--- src/rtl/seq_scan_pkg.sv ---
// Shared types and default sizes for the word-fed sequence scan controller.
package seq_scan_pkg;

    localparam int unsigned DEF_WORD_W = 8;
    localparam int unsigned DEF_PAT_W  = 4;
    localparam int unsigned DEF_CNT_W  = 8;

    typedef enum logic [1:0] {
        IDLE  = 2'd0,
        LOAD  = 2'd1,
        SHIFT = 2'd2,
        DONE  = 2'd3
    } state_t;

    function automatic int unsigned pat_len_w(input int unsigned pat_w);
        return $clog2(pat_w + 1);
    endfunction

endpackage

--- src/rtl/seq_pat_match.sv ---
// Bit-serial pattern matcher: history shift register, fill counter and masked compare.
module seq_pat_match
    import seq_scan_pkg::*;
#(
    parameter int unsigned  PAT_W     = DEF_PAT_W,
    localparam int unsigned PAT_LEN_W = pat_len_w(PAT_W)
) (
    input  logic                 clk,
    input  logic                 reset_n,
    input  logic                 bit_in,
    input  logic                 bit_en,
    input  logic                 clr,
    input  logic [PAT_W-1:0]     pat,
    input  logic [PAT_LEN_W-1:0] pat_len,
    input  logic                 overlap_en,
    output logic                 match
);

    logic [PAT_W-1:0]     hist_q, hist_d, hist_shift, mask;
    logic [PAT_LEN_W-1:0] fill_q, fill_d, fill_inc;
    logic                 len_ok;

    always_ff @(posedge clk or negedge reset_n) begin
        if (!reset_n) begin
            hist_q <= '0;
            fill_q <= '0;
        end else begin
            hist_q <= hist_d;
            fill_q <= fill_d;
        end
    end

    // Match is judged on the history including the bit arriving this cycle.
    always_comb begin
        hist_shift = PAT_W'({hist_q, bit_in});
        fill_inc   = (fill_q == PAT_LEN_W'(PAT_W)) ? fill_q : fill_q + PAT_LEN_W'(1);
        mask       = (PAT_W'(1) << pat_len) - PAT_W'(1);
        len_ok     = (pat_len != '0) && (pat_len <= PAT_LEN_W'(PAT_W));
        match      = bit_en && len_ok && (fill_inc >= pat_len)
                     && (((hist_shift ^ pat) & mask) == '0);
        hist_d     = hist_q;
        fill_d     = fill_q;
        if (clr) begin
            hist_d = '0;
            fill_d = '0;
        end else if (bit_en) begin
            hist_d = hist_shift;
            fill_d = (match && !overlap_en) ? '0 : fill_inc;
        end
    end

endmodule

--- src/rtl/seq_scan_ctrl.sv ---
// Word-fed scan controller: feeds words MSB-first into seq_pat_match, counts matches, raises irq.
// Optional SEQ_SCAN_CTRL_ABORT_EN adds an abort input that ends a scan early.
module seq_scan_ctrl
    import seq_scan_pkg::*;
#(
    parameter int unsigned  WORD_W    = DEF_WORD_W,
    parameter int unsigned  PAT_W     = DEF_PAT_W,
    parameter int unsigned  CNT_W     = DEF_CNT_W,
    localparam int unsigned PAT_LEN_W = pat_len_w(PAT_W)
) (
    input  logic                 clk,
    input  logic                 reset_n,
    input  logic                 start,
    input  logic [PAT_W-1:0]     pat,
    input  logic [PAT_LEN_W-1:0] pat_len,
    input  logic                 overlap_en,
    input  logic [CNT_W-1:0]     threshold,
    input  logic                 irq_clr,
`ifdef SEQ_SCAN_CTRL_ABORT_EN
    input  logic                 abort,
`endif
    input  logic                 in_valid,
    input  logic [WORD_W-1:0]    in_data,
    input  logic                 in_last,
    output logic                 in_ready,
    output logic                 busy,
    output logic                 match_pulse,
    output logic [CNT_W-1:0]     match_count,
    output logic                 irq,
    output logic                 done
);

    localparam int unsigned BIT_W = (WORD_W > 1) ? $clog2(WORD_W) : 1;

    state_t               state_q, state_d;
    logic [WORD_W-1:0]    word_q, word_d;
    logic                 last_q, last_d;
    logic [BIT_W-1:0]     bit_cnt_q, bit_cnt_d;
    logic [PAT_W-1:0]     pat_q, pat_d;
    logic [PAT_LEN_W-1:0] len_q, len_d;
    logic                 ovl_q, ovl_d;
    logic [CNT_W-1:0]     thr_q, thr_d;
    logic [CNT_W-1:0]     cnt_q, cnt_d, cnt_inc;
    logic                 irq_q, irq_d, irq_set;
    logic                 pulse_q, pulse_d;
    logic                 bit_en, clr, match;

    seq_pat_match #(.PAT_W(PAT_W)) u_match (
        .clk        (clk),
        .reset_n    (reset_n),
        .bit_in     (word_q[WORD_W-1]),
        .bit_en     (bit_en),
        .clr        (clr),
        .pat        (pat_q),
        .pat_len    (len_q),
        .overlap_en (ovl_q),
        .match      (match)
    );

    always_ff @(posedge clk or negedge reset_n) begin
        if (!reset_n) begin
            state_q   <= IDLE;
            word_q    <= '0;
            last_q    <= 1'b0;
            bit_cnt_q <= '0;
            pat_q     <= '0;
            len_q     <= '0;
            ovl_q     <= 1'b0;
            thr_q     <= '0;
            cnt_q     <= '0;
            irq_q     <= 1'b0;
            pulse_q   <= 1'b0;
        end else begin
            state_q   <= state_d;
            word_q    <= word_d;
            last_q    <= last_d;
            bit_cnt_q <= bit_cnt_d;
            pat_q     <= pat_d;
            len_q     <= len_d;
            ovl_q     <= ovl_d;
            thr_q     <= thr_d;
            cnt_q     <= cnt_d;
            irq_q     <= irq_d;
            pulse_q   <= pulse_d;
        end
    end

    always_comb begin
        state_d   = state_q;
        word_d    = word_q;
        last_d    = last_q;
        bit_cnt_d = bit_cnt_q;
        pat_d     = pat_q;
        len_d     = len_q;
        ovl_d     = ovl_q;
        thr_d     = thr_q;
        cnt_d     = cnt_q;
        irq_d     = irq_q;
        pulse_d   = 1'b0;
        irq_set   = 1'b0;
        bit_en    = 1'b0;
        clr       = 1'b0;
        cnt_inc   = cnt_q + CNT_W'(1);

        case (state_q)
            IDLE: begin
                if (start) begin
                    pat_d   = pat;
                    len_d   = pat_len;
                    ovl_d   = overlap_en;
                    thr_d   = threshold;
                    cnt_d   = '0;
                    irq_d   = 1'b0;
                    clr     = 1'b1;
                    state_d = LOAD;
                end
            end
            LOAD: begin
                if (in_valid) begin
                    word_d    = in_data;
                    last_d    = in_last;
                    bit_cnt_d = '0;
                    state_d   = SHIFT;
                end
            end
            SHIFT: begin
                bit_en    = 1'b1;
                word_d    = word_q << 1;
                bit_cnt_d = bit_cnt_q + BIT_W'(1);
                if (bit_cnt_q == BIT_W'(WORD_W - 1)) begin
                    state_d = last_q ? DONE : LOAD;
                end
            end
            DONE:    state_d = IDLE;
            default: state_d = IDLE;
        endcase

`ifdef SEQ_SCAN_CTRL_ABORT_EN
        if (abort && ((state_q == LOAD) || (state_q == SHIFT))) begin
            state_d = DONE;
        end
`endif

        // Count saturates; irq fires only on the transition onto a non-zero threshold.
        if (match) begin
            pulse_d = 1'b1;
            if (cnt_q != {CNT_W{1'b1}}) begin
                cnt_d   = cnt_inc;
                irq_set = (cnt_inc == thr_q) && (thr_q != '0);
            end
        end
        if (irq_clr) irq_d = 1'b0;
        if (irq_set) irq_d = 1'b1;
    end

    assign in_ready    = (state_q == LOAD);
    assign busy        = (state_q != IDLE);
    assign done        = (state_q == DONE);
    assign match_pulse = pulse_q;
    assign match_count = cnt_q;
    assign irq         = irq_q;

endmodule

--- config.mk ---
export PLATFORM = sky130hd
export DESIGN_NAME = seq_scan_ctrl
export DESIGN_NICKNAME = d
export VERILOG_FILES = /design/src/rtl/seq_scan_pkg.sv /design/src/rtl/seq_pat_match.sv /design/src/rtl/seq_scan_ctrl.sv
export SDC_FILE = /design/constraint.sdc
export NUM_CORES = 1
export LEC_CHECK = 0
export CAP_MARGIN = 15
export CORE_MARGIN = 2
export CORE_UTILIZATION = 55
export DETAILED_ROUTE_END_ITERATION = 16
export PLACE_DENSITY_LB_ADDON = 0.15
export SYNTH_ARGS = -nofsm -noshare
export SYNTH_HDL_FRONTEND = slang
export SYNTH_HIERARCHICAL = 1
export SYNTH_SLANG_ARGS = --single-unit
--- constraint.sdc ---
create_clock -name clk -period 7.4 [get_ports clk]
set_input_delay 1.11 -clock clk [delete_from_list [all_inputs] [get_ports clk]]
set_output_delay 1.11 -clock clk [all_outputs]
set_load 0.05 [all_outputs]
==> out/metrics.csv, run 1 <==
stage,metric,value,unit
cells_and_area,diodes,0,
setup_path,crit_type,reg -> reg,
global_routing,gr-total-overflow,0,
cells_and_area,drive_gt1_frac,0.1458,
clock_network,path_clk_slew,90,ps
sta,rsz0062_at_grt,false,
pwr,total_power,1.103,mW
clock_network,cts_tree,yes,
pwr,leakagePower,1.337,nW
global_routing,grt_pass1_vias,1928,
sta,max_slew.worst_pin.slew,994.0,ps
clock_network,cts_made_buffers,5,
setup_path,crit_required,7600,ps
sta,timing.final.crit_share,0.4543,
synthesis,seq_area_frac_synth,0.4425,
sta,tns,0,ps
floorplan,die_area,5295,sq um
floorplan,die_h,72.77,um
pwr,ir_drop,287.4,uV
synthesis,netlist_area,2601,sq um
setup_path,worstPathCellList,nand2_1 -> inv_1 -> o211ai_1 -> a221o_1 -> nor2_1 -> o2111ai_1 -> nor4_1 -> o221ai_1 -> o32ai_2,
cells_and_area,nets,334,
status,status,"complete, no violations",
synthesis,netlist_instances,253,
global_routing,antenna_found_initial,0,
synthesis,netlist.area_leader.share,0.4425,
clock_network,insertion_delay,300,ps
synthesis,ys_ff_latch,46,
place,post-dp-hpwl,3520,um
place,port_buffers,42,
floorplan,start_util,0.5619,
clock_network,post_cts_buffers,0,
global_routing,grt_pass1_wl,8300,um
sta,slew_headroom,0.3373,
place,gp_congestion,0.8417,
synthesis,async_reset_ff_frac,1.000,
detailed_routing,drt-pass1-iter-count,4,
synthesis,synth_largest_area_cell,dfrtp_1,
sta,fin_ws,4038,ps
synthesis,yosysMostFrequentCell,dfrtp_1,
cells_and_area,utilization,0.6846,
detailed_routing,drc,0,
setup_path,cp-end-kind,flop,
synthesis,yosys-top-cells-area,"dfrtp_1 (44%), mux2_2 (10%), ha_1 (4.8%)",
sta,fin_crit,3362,ps
detailed_routing,wl,4821,um
detailed_routing,detail_route.vias_per_cell,5.530,
place,placed_cell_area,3043,sq um
place,post-place-ws,4019,ps
global_routing,grt_max_degree,47,
detailed_routing,vias,1930,
pwr,power_density,348.2,nW/um^2
sta,skew,8.051,ps
clock_network,clockRootBuffer,clkbuf_8,
synthesis,yosys_warnings,6,
synthesis,ys_top_cells_by_count,"dfrtp_1 (46), nand2_1 (26), nor2_1 (25), mux2_2 (24), o21ai_0 (19)",
sta,finalHoldViolCount,0,
setup_path,worstPathArrival,3570,ps
cells_and_area,nFillCells,399,
hold_path,holdCritPathClass,reg -> reg,
synthesis,postSynthNetCount,293,
clock_network,cts-resized-gates,0,
cells_and_area,areaGrowthSynthToFinish,21.84,%
clock_network,cts_num_sinks,46,
clock_network,clockBufferDepth,2,
synthesis,synth.avg_cell_area,10.28,sq um
clock_network,htree_levels,2,
sta,maxSlewViolCount,0,
detailed_routing,drt-initial-drc-count,34,
synthesis,ys_types,42,
synthesis,synth_ff_type,dfrtp_1,
floorplan,coreArea,4629,sq um
global_routing,gr-usage-all-layers,0.1975,
setup_path,start_kind,flop,
detailed_routing,detail-route-antenna-nets,0,
floorplan,ios,43,
clock_network,ctsHoldBuffers,0,
setup_path,slowest_stage,dfrtp_1,
sta,setup_viol,0,
job,drv_cap,0,
setup_path,cpPeakStageDelay,760,ps
detailed_routing,wire_per_inst,13.81,um
synthesis,synth_edf_count,0,
floorplan,rows,25,
sta,fmax,0.2975,GHz
floorplan,die_w,72.77,um
setup_path,worst-path-max-fanout,25,
cells_and_area,final_cell_area,3169,sq um
## state kept, by name (all words and copies together) (netlist names)
register,cells
u_match/fill_q,3
thr_q,8
pat_q,4
u_match/hist_q,3
word_q,8
match_pulse,1
len_q,3
ovl_q,1
last_q,1
bit_cnt_q,3
match_count,8
irq,1
state_q,2
## logic make-up (layout without fill, tap and decap cells)
logic type                 count (synthesis)  in the layout  share of synthesized area
muxes                                     35             35                     0.1462
xor gates and xnor gates                  18             18                    0.06061
buffers and inverters                     22             64                    0.03463
AOI/OAI and AO/OA                         51             51                     0.1376
DFF                                       46             46                     0.4425
adders and majority gates                 10             10                    0.04810
and+or+nand+nor                           71             71                     0.1304
## through the flow
step / instances / hold slack, ps
after floorplan: 253 / 481.3
after global placement: 340 / 505.7
after detailed placement: 340 / 506.5
after CTS: 348 / 527.0
after global routing: 349 / 552.8
final: 349 / 518.8
## cells in the final DEF (no fill, tap or decap), drive strengths merged, types with 4 or more instances in the layout
| cell type | instances |
|---|---|
| mux2i | 11 |
| o22ai | 6 |
| clkdlybuf4s50 | 41 |
| mux2 | 24 |
| dfrtp | 46 |
| xor2 | 4 |
| nand2 | 26 |
| ha | 10 |
| inv | 14 |
| a21oi | 7 |
| clkbuf | 6 |
| nor2 | 25 |
| o21ai | 23 |
| xnor2 | 14 |
## critical path, delay by kind of cell (launching register included)
family                 cells  cell delay (ps)
AOI/OAI and AO/OA          5             1060
buffers and inverters      1              350
DFF                        1              760
and+or+nand+nor            3             1100
## report_power, final
part	switching (mW)	internal, mW	leakage, nW	total, mW
clock network	0.0867	0.0770	0.0478	0.164
logic	0.234	0.250	0.705	0.485
registers	0.108	0.347	0.584	0.455
total	0.429	0.674	1.34	1.10
## worst paths after layout
| path | startpoint | endpoint | slack, ps | cells past startpoint |
|---|---|---|---|---|
| max | state_q[1]$_DFFE_PN0P_ | irq$_DFFE_PN0P_ | 4040 | 9 |
| min reg2reg | last_q$_DFFE_PN0P_ | last_q$_DFFE_PN0P_ | 520 | 1 |
| max in group asynchronous | reset_n | thr_q[4]$_DFFE_PN0P_ | 5810 | 1 |
| max reg2reg | state_q[1]$_DFFE_PN0P_ | irq$_DFFE_PN0P_ | 4040 | 9 |
| min in group asynchronous | reset_n | pat_q[2]$_DFFE_PN0P_ | 970 | 1 |
| min | last_q$_DFFE_PN0P_ | last_q$_DFFE_PN0P_ | 520 | 1 |
## metal layers
metal | vias up | routed length, um | share of wire | GRT usage
met4 | 0 | 49 | 0.010 | 0.05350
met5 | - | 0 | 0 | 0
met3 | 7 | 165 | 0.034 | 0.04420
met1 | 910 | 2262 | 0.47 | 0.2408
li1 | 975 | - | - | -
met2 | 38 | 2344 | 0.49 | 0.3515
## layout make-up
cell class / count / area [sq um] / share of cell area
clock buffer: 6 / 82.58 / 0.02606
clock inverter: 2 / 16.27 / 0.005132
inverter: 13 / 48.80 / 0.01540
multi-input combinational: 185 / 1360 / 0.4291
sequential: 46 / 1151 / 0.3632
tap: 54 / 67.56 / 0.02132
timing repair buffer: 43 / 442.9 / 0.1398
Note: power is estimated with default switching activity, not from simulation.
==> run 2, diff against run 1 <==
CORE_UTILIZATION = 48   (was 55)
clock period = 2.81 ns   (was 7.4 ns; I/O delays follow)
==> run 2 against run 1 <==
Sequential share of layout area decreased by 1.3 points; hold slack lost 470 ps; final cell count increased by 6.6%; critical endpoint is now match_count[5]$_DFF_PN0_; die area grew 14%; sequential cell count unchanged; global-route usage shrank 1.0 points.
==> out/metrics.csv, run 2 (synthesized netlist as in run 1, its figures left out) <==
stage,metric,value,unit,change
detailed_routing,vias,1956,,+1.3%
place,placed_cell_area,3115,sq um,+2.4%
sta,setup_viol,0,,unchanged
detailed_routing,detail-route-antenna-nets,0,,unchanged
sta,finalHoldViolCount,0,,unchanged
place,port_buffers,42,,unchanged
setup_path,worstPathArrival,2790,ps,-780 ps
setup_path,ff2ff_setup_slack,210,ps,-3830 ps
setup_path,worstPathCellList,inv_1 -> ha_1 -> nor2_1 -> nor2_1 -> ha_1 -> o21ai_0 -> a21oi_1 -> o22ai_2 -> nor2_1 -> buf_4 -> o41ai_4 -> and2b_1 -> o21ai_1 -> o21ai_0,,
clock_network,ctsHoldBuffers,0,,unchanged
sta,timing.final.crit_share,0.9249,,+0.4706
floorplan,rows,26,,+4.0%
sta,fin_crit,2599,ps,-762.8 ps
clock_network,clockBufferDepth,2,,unchanged
job,drv_cap,0,,unchanged
pwr,p_int,1.974,mW,+190%
clock_network,clockRootBuffer,clkbuf_8,,
floorplan,ios,43,,unchanged
cells_and_area,drive_gt1_frac,0.1722,,+0.02642
clock_network,htree_levels,2,,unchanged
setup_path,worst-path-max-fanout,9,,-64%
pwr,leakagePower,1.395,nW,+4.3%
pwr,pwr-share-clk,0.196,,+0.048
detailed_routing,detail_route.vias_per_cell,5.258,,-4.9%
floorplan,die_w,77.62,um,+6.7%
global_routing,grt_max_degree,47,,unchanged
clock_network,cts_num_sinks,46,,unchanged
place,post-dp-hpwl,3656,um,+3.8%
global_routing,grt_pass1_wl,9032,um,+8.8%
global_routing,antenna_found_initial,0,,unchanged
pwr,p_seq_frac,0.371,,-0.042
clock_network,insertion_delay,310,ps,about the same
floorplan,coreArea,5172,sq um,+12%
sta,max_slew.worst_pin.slew,498.5,ps,-495.5 ps
pwr,p_sw,1.156,mW,+170%
setup_path,path_buf_inv,2,,+1
floorplan,die_area,6024,sq um,+14%
cells_and_area,nets,341,,+2.1%
cells_and_area,mostFrequentLayoutCell,dfrtp_1,,
pwr,p_sw_frac,0.3693,,-0.01966
sta,maxSlewViolCount,0,,unchanged
setup_path,crit_top_cell,nor2_1,,
detailed_routing,wire_per_inst,13.91,um,+0.69%
clock_network,cts_made_buffers,5,,unchanged
sta,timing.hold.ws,47.46,ps,-471.3 ps
detailed_routing,drc,0,,unchanged
detailed_routing,drt-initial-drc-count,96,,+180%
clock_network,path_clk_slew,90,ps,about the same
setup_path,crit_required,3000,ps,-4600 ps
cells_and_area,final_cell_mix,"dfrtp_1 (46), clkdlybuf4s50_1 (41), nand2_1 (26)",,
pwr,ir_drop,803.3,uV,+180%
pwr,power_density,951.1,nW/um^2,+170%
global_routing,grt_pass1_vias,1994,,+3.4%
setup_path,cp-end-kind,flop,,
clock_network,cts_tree,yes,,
sta,fmax,0.3848,GHz,+29%
setup_path,critPathTopFamily,compound AO/OA/AOI/OAI gates,,
setup_path,crit_type,reg -> reg,,
place,gp_congestion,0.7850,,-6.7%
sta,slew_headroom,0.6666,,+0.3293
sta,tns,0,ps,unchanged
status,status,"complete, no violations",,
setup_path,cpPeakStageDelay,420,ps,-340 ps
setup_path,reg2reg_from,u_match/fill_q[0]$_DFFE_PN0P_,,
cells_and_area,areaGrowthSynthToFinish,26.50,%,
detailed_routing,drt-pass1-iter-count,5,,+1
setup_path,start_kind,flop,,
sta,rsz0062_at_grt,false,,
floorplan,die_h,77.62,um,+6.7%
sta,skew,4.713,ps,-3.338 ps
global_routing,gr-usage-all-layers,0.1874,,-0.01007
pwr,comb_power_share,0.433,,-0.006
setup_path,worstRegToRegCells,14,,+5
global_routing,gr-total-overflow,0,,unchanged
cells_and_area,diodes,0,,unchanged
setup_path,slowest_stage,dfrtp_1,,
detailed_routing,wl,5174,um,+7.3%
hold_path,holdCritPathClass,in -> async,,
floorplan,start_util,0.5029,,-0.05899
cells_and_area,final_cell_area,3291,sq um,+3.8%
setup_path,regToRegEndpoint,match_count[5]$_DFF_PN0_,,
[run 2: cell types whose count changed in the layout (fill, tap and decap cells not counted), sizes merged]
cell and change:
bufinv +2, buf +7, inv -1, clkinvlp -1
[run 2: worst max-delay path by stage]
| stage | start | to | slack, ps | depth (start not counted) |
|---|---|---|---|---|
| after floorplan | u_match/fill_q[0]$_DFFE_PN0P_ | irq$_DFFE_PN0P_ | 300 | 14 |
| after global placement | u_match/fill_q[0]$_DFFE_PN0P_ | irq$_DFFE_PN0P_ | 250 | 13 |
| after detailed placement | u_match/fill_q[0]$_DFFE_PN0P_ | irq$_DFFE_PN0P_ | 210 | 13 |
| after CTS | u_match/fill_q[0]$_DFFE_PN0P_ | irq$_DFFE_PN0P_ | 140 | 13 |
| after global routing | u_match/fill_q[0]$_DFFE_PN0P_ | irq$_DFFE_PN0P_ | 5 | 13 |
| final | u_match/fill_q[0]$_DFFE_PN0P_ | match_count[5]$_DFF_PN0_ | 210 | 14 |
[run 2: through the flow]
| step | utilization | setup slack [ps] | cells | power, mW |
|---|---|---|---|---|
| after floorplan | - | 298.2 | 253 | 2.155 |
| after global placement | 0.6023 | 254.7 | 363 | 2.488 |
| after detailed placement | 0.6023 | 207.1 | 363 | 2.519 |
| after CTS | 0.6299 | 140.6 | 371 | 3.143 |
| after global routing | 0.6362 | 4.614 | 372 | 3.375 |
| final | 0.6362 | 211.1 | 372 | 3.130 |
[run 2: routing by layer]
layer	share of wire	vias to the layer above	global-route usage
li1	-	986	-
met1	0.47	927	0.2395
met2	0.48	39	0.3155
met3	0.041	4	0.03372
met4	0.0060	0	0.07143
met5	0	-	0
[run 2: area by class of cell]
cell class                 instances  area [sq um]
timing repair buffer              50         488.0
multi-input combinational        185          1373
inverter                          13         48.80
tap                               70         87.58
clock inverter                     2         60.06
clock buffer                       6         82.58
sequential                        46          1151
fill                             422          1882
[run 2: repair_timing]
item | 4_1_cts | 5_1_grt
resized for setup | 0 | 2
setup buffers | 0 | 0
setup endpoints to repair | 0 | 1
[run 2: power by group through the flow]
stage	clock network (mW)	logic [mW]	registers (mW)
after floorplan	0	1.03	1.12
after global placement	0	1.32	1.17
after detailed placement	0	1.35	1.17
after CTS	0.622	1.36	1.16
after global routing	0.644	1.53	1.20
final	0.613	1.36	1.16
==> run 3, diff against run 2 <==
CORE_MARGIN = not set   (was 2)
CTS_BUF_LIST = sky130_fd_sc_hd__clkbuf_16   (was not set)
SETUP_SLACK_MARGIN = 0.05   (was not set)
==> run 3 against run 2 <==
Global-route usage increased by 1.8 points; final cell count fell by 0.27%; register-to-register slack improved by 140 ps; utilization decreased by 0.31 points; count of clock-buffer cells in the layout fell by 1; first-iteration DRC count shrank 25%; maximum frequency up 5.6%; sequential cell count stayed put; wire length increased by 0.21%.
==> out/metrics.csv, run 3 (synthesized netlist as in run 1, its figures left out) <==
stage,metric,value,unit,change
status,status,"complete, no violations",,
cells_and_area,nets,342,,+0.29%
detailed_routing,drc,0,,unchanged
floorplan,die_h,75.62,um,-2.6%
setup_path,crit_required,2960,ps,-40 ps
cells_and_area,drive_gt1_frac,0.1694,,-0.002750
clock_network,insertion_delay,280,ps,-30 ps
pwr,total_power,3.087,mW,-1.4%
global_routing,gr-total-overflow,0,,unchanged
floorplan,die_w,75.62,um,-2.6%
detailed_routing,wire_per_inst,13.98,um,+0.48%
place,post-dp-hpwl,3824,um,+4.6%
floorplan,die_area,5718,sq um,-5.1%
clock_network,clockRootBuffer,clkbuf_16,,
pwr,power_density,942.8,nW/um^2,-0.87%
cells_and_area,mostFrequentLayoutCell,dfrtp_1,,
cells_and_area,stdcell_count,371,,-0.27%
global_routing,antenna_found_initial,0,,unchanged
setup_path,start_kind,flop,,
pwr,leakagePower,1.388,nW,-0.47%
sta,rsz0062_at_grt,false,,
place,placed_cell_area,3115,sq um,unchanged
detailed_routing,detail-route-antenna-nets,0,,unchanged
sta,fin_ws,349.5,ps,+138.4 ps
place,place_inst,363,,unchanged
sta,timing.hold.ws,315.2,ps,+267.7 ps
setup_path,reg2reg_from,u_match/fill_q[0]$_DFFE_PN0P_,,
place,post-place-ws,183.0,ps,-24.11 ps
setup_path,crit_start,u_match/fill_q[0]$_DFFE_PN0P_,,
job,drv_cap,0,,unchanged
hold_path,holdCritPathClass,in -> async,,
clock_network,cts_tree,yes,,
clock_network,htree_levels,2,,unchanged
cells_and_area,final_cell_area,3274,sq um,-0.49%
sta,fmax,0.4064,GHz,+5.6%
clock_network,path_clk_slew,60,ps,-30 ps
cells_and_area,areaGrowthSynthToFinish,25.88,%,
detailed_routing,vias,1967,,+0.56%
setup_path,worst-path-max-fanout,9,,unchanged
detailed_routing,drt-initial-drc-count,72,,-25%
cells_and_area,diodes,0,,unchanged
cells_and_area,final_cell_mix,"dfrtp_1 (46), clkdlybuf4s50_1 (41), nand2_1 (26)",,
global_routing,grt_pass1_vias,1971,,-1.2%
floorplan,ios,43,,unchanged
place,gp_congestion,0.7631,,-2.8%
sta,slew_headroom,0.3345,,-0.3321
sta,max_slew.worst_pin.slew,998.3,ps,+499.7 ps
floorplan,rows,26,,unchanged
detailed_routing,drt-pass1-iter-count,4,,-1
sta,setup_viol,0,,unchanged
clock_network,cts_made_buffers,5,,unchanged
setup_path,crit_type,reg -> reg,,
sta,maxSlewViolCount,0,,unchanged
pwr,ir_drop,610.2,uV,-24%
place,port_buffers,42,,unchanged
sta,fin_crit,2460,ps,-138.4 ps
sta,finalHoldViolCount,0,,unchanged
clock_network,cts_num_sinks,46,,unchanged
floorplan,coreArea,5172,sq um,unchanged
setup_path,ff2ff_setup_slack,350,ps,+140 ps
clock_network,clockBufferDepth,2,,unchanged
cells_and_area,utilization,0.6330,,-0.003145
setup_path,worstPathArrival,2610,ps,-180 ps
detailed_routing,detail_route.vias_per_cell,5.302,,+0.83%
global_routing,grt_pass1_wl,8825,um,-2.3%
sta,skew,1.622,ps,-3.091 ps
global_routing,gr-usage-all-layers,0.2055,,+0.01808
global_routing,grt_max_degree,47,,unchanged
floorplan,start_util,0.5029,,unchanged
detailed_routing,wl,5185,um,+0.21%
sta,timing.final.crit_share,0.8756,,-0.04926
setup_path,cp-end-kind,flop,,
sta,tns,0,ps,unchanged
-- run 3: cell count changes in the layout (fill, tap and decap cells not counted) --
cell	delta
nor2_2	+2
buf_6	+1
clkbuf_16	+5
buf_12	-1
o221ai_1	+1
clkinv_1	+1
clkbuf_8	-6
o221ai_2	-1
bufinv_16	-2
buf_4	+1
nor2_1	-2
-- run 3: final timing paths --
path | cells past startpoint | end
setup / recovery | 14 | match_count[5]$_DFF_PN0_
hold / removal | 1 | len_q[0]$_DFFE_PN0P_
setup reg to reg | 14 | match_count[5]$_DFF_PN0_
hold reg to reg | 1 | last_q$_DFFE_PN0P_
max in group asynchronous | 1 | thr_q[7]$_DFFE_PN0P_
min in group clk | 1 | last_q$_DFFE_PN0P_
-- run 3: power breakdown --
group / total (mW) / internal, mW / switching [mW]
Sequential: 1.14 / 0.918 / 0.227
Clock: 0.534 / 0.316 / 0.218
Combinational: 1.41 / 0.694 / 0.715
-- run 3: final cells by class --
class / instances / area, sq um
inverter: 13 / 48.80
clock inverter: 1 / 3.754
fill: 424 / 1898
timing repair buffer: 51 / 486.7
tap: 70 / 87.58
clock buffer: 5 / 125.1
sequential: 46 / 1151
multi-input combinational: 185 / 1371
-- run 3: per-layer routing --
metal | track usage | part of all wire | up-vias
li1 | - | - | 989
met1 | 0.2655 | 0.48 | 946
met2 | 0.3601 | 0.48 | 26
met3 | 0.03571 | 0.028 | 6
met4 | 0.04938 | 0.0095 | 0
met5 | 0 | 0 | -
-- run 3: critical path: stages (launching register included) --
cell	delay, ps
dfrtp_1	390
inv_1	60
ha_1	210
nor2_2	150
nor2_1	70
ha_1	270
o21ai_0	70
a21oi_1	140
o22ai_2	110
nor2_2	160
buf_6	150
o41ai_4	100
and2b_1	220
o21ai_1	140
o21ai_0	80
-- run 3: repair_timing --
action | CTS | global route
buffers inserted | 0 | 2
setup endpoints to repair | 0 | 6
gates resized for setup | 0 | 4
hold endpoints to repair | 0 | 0
hold buffers | 0 | 0
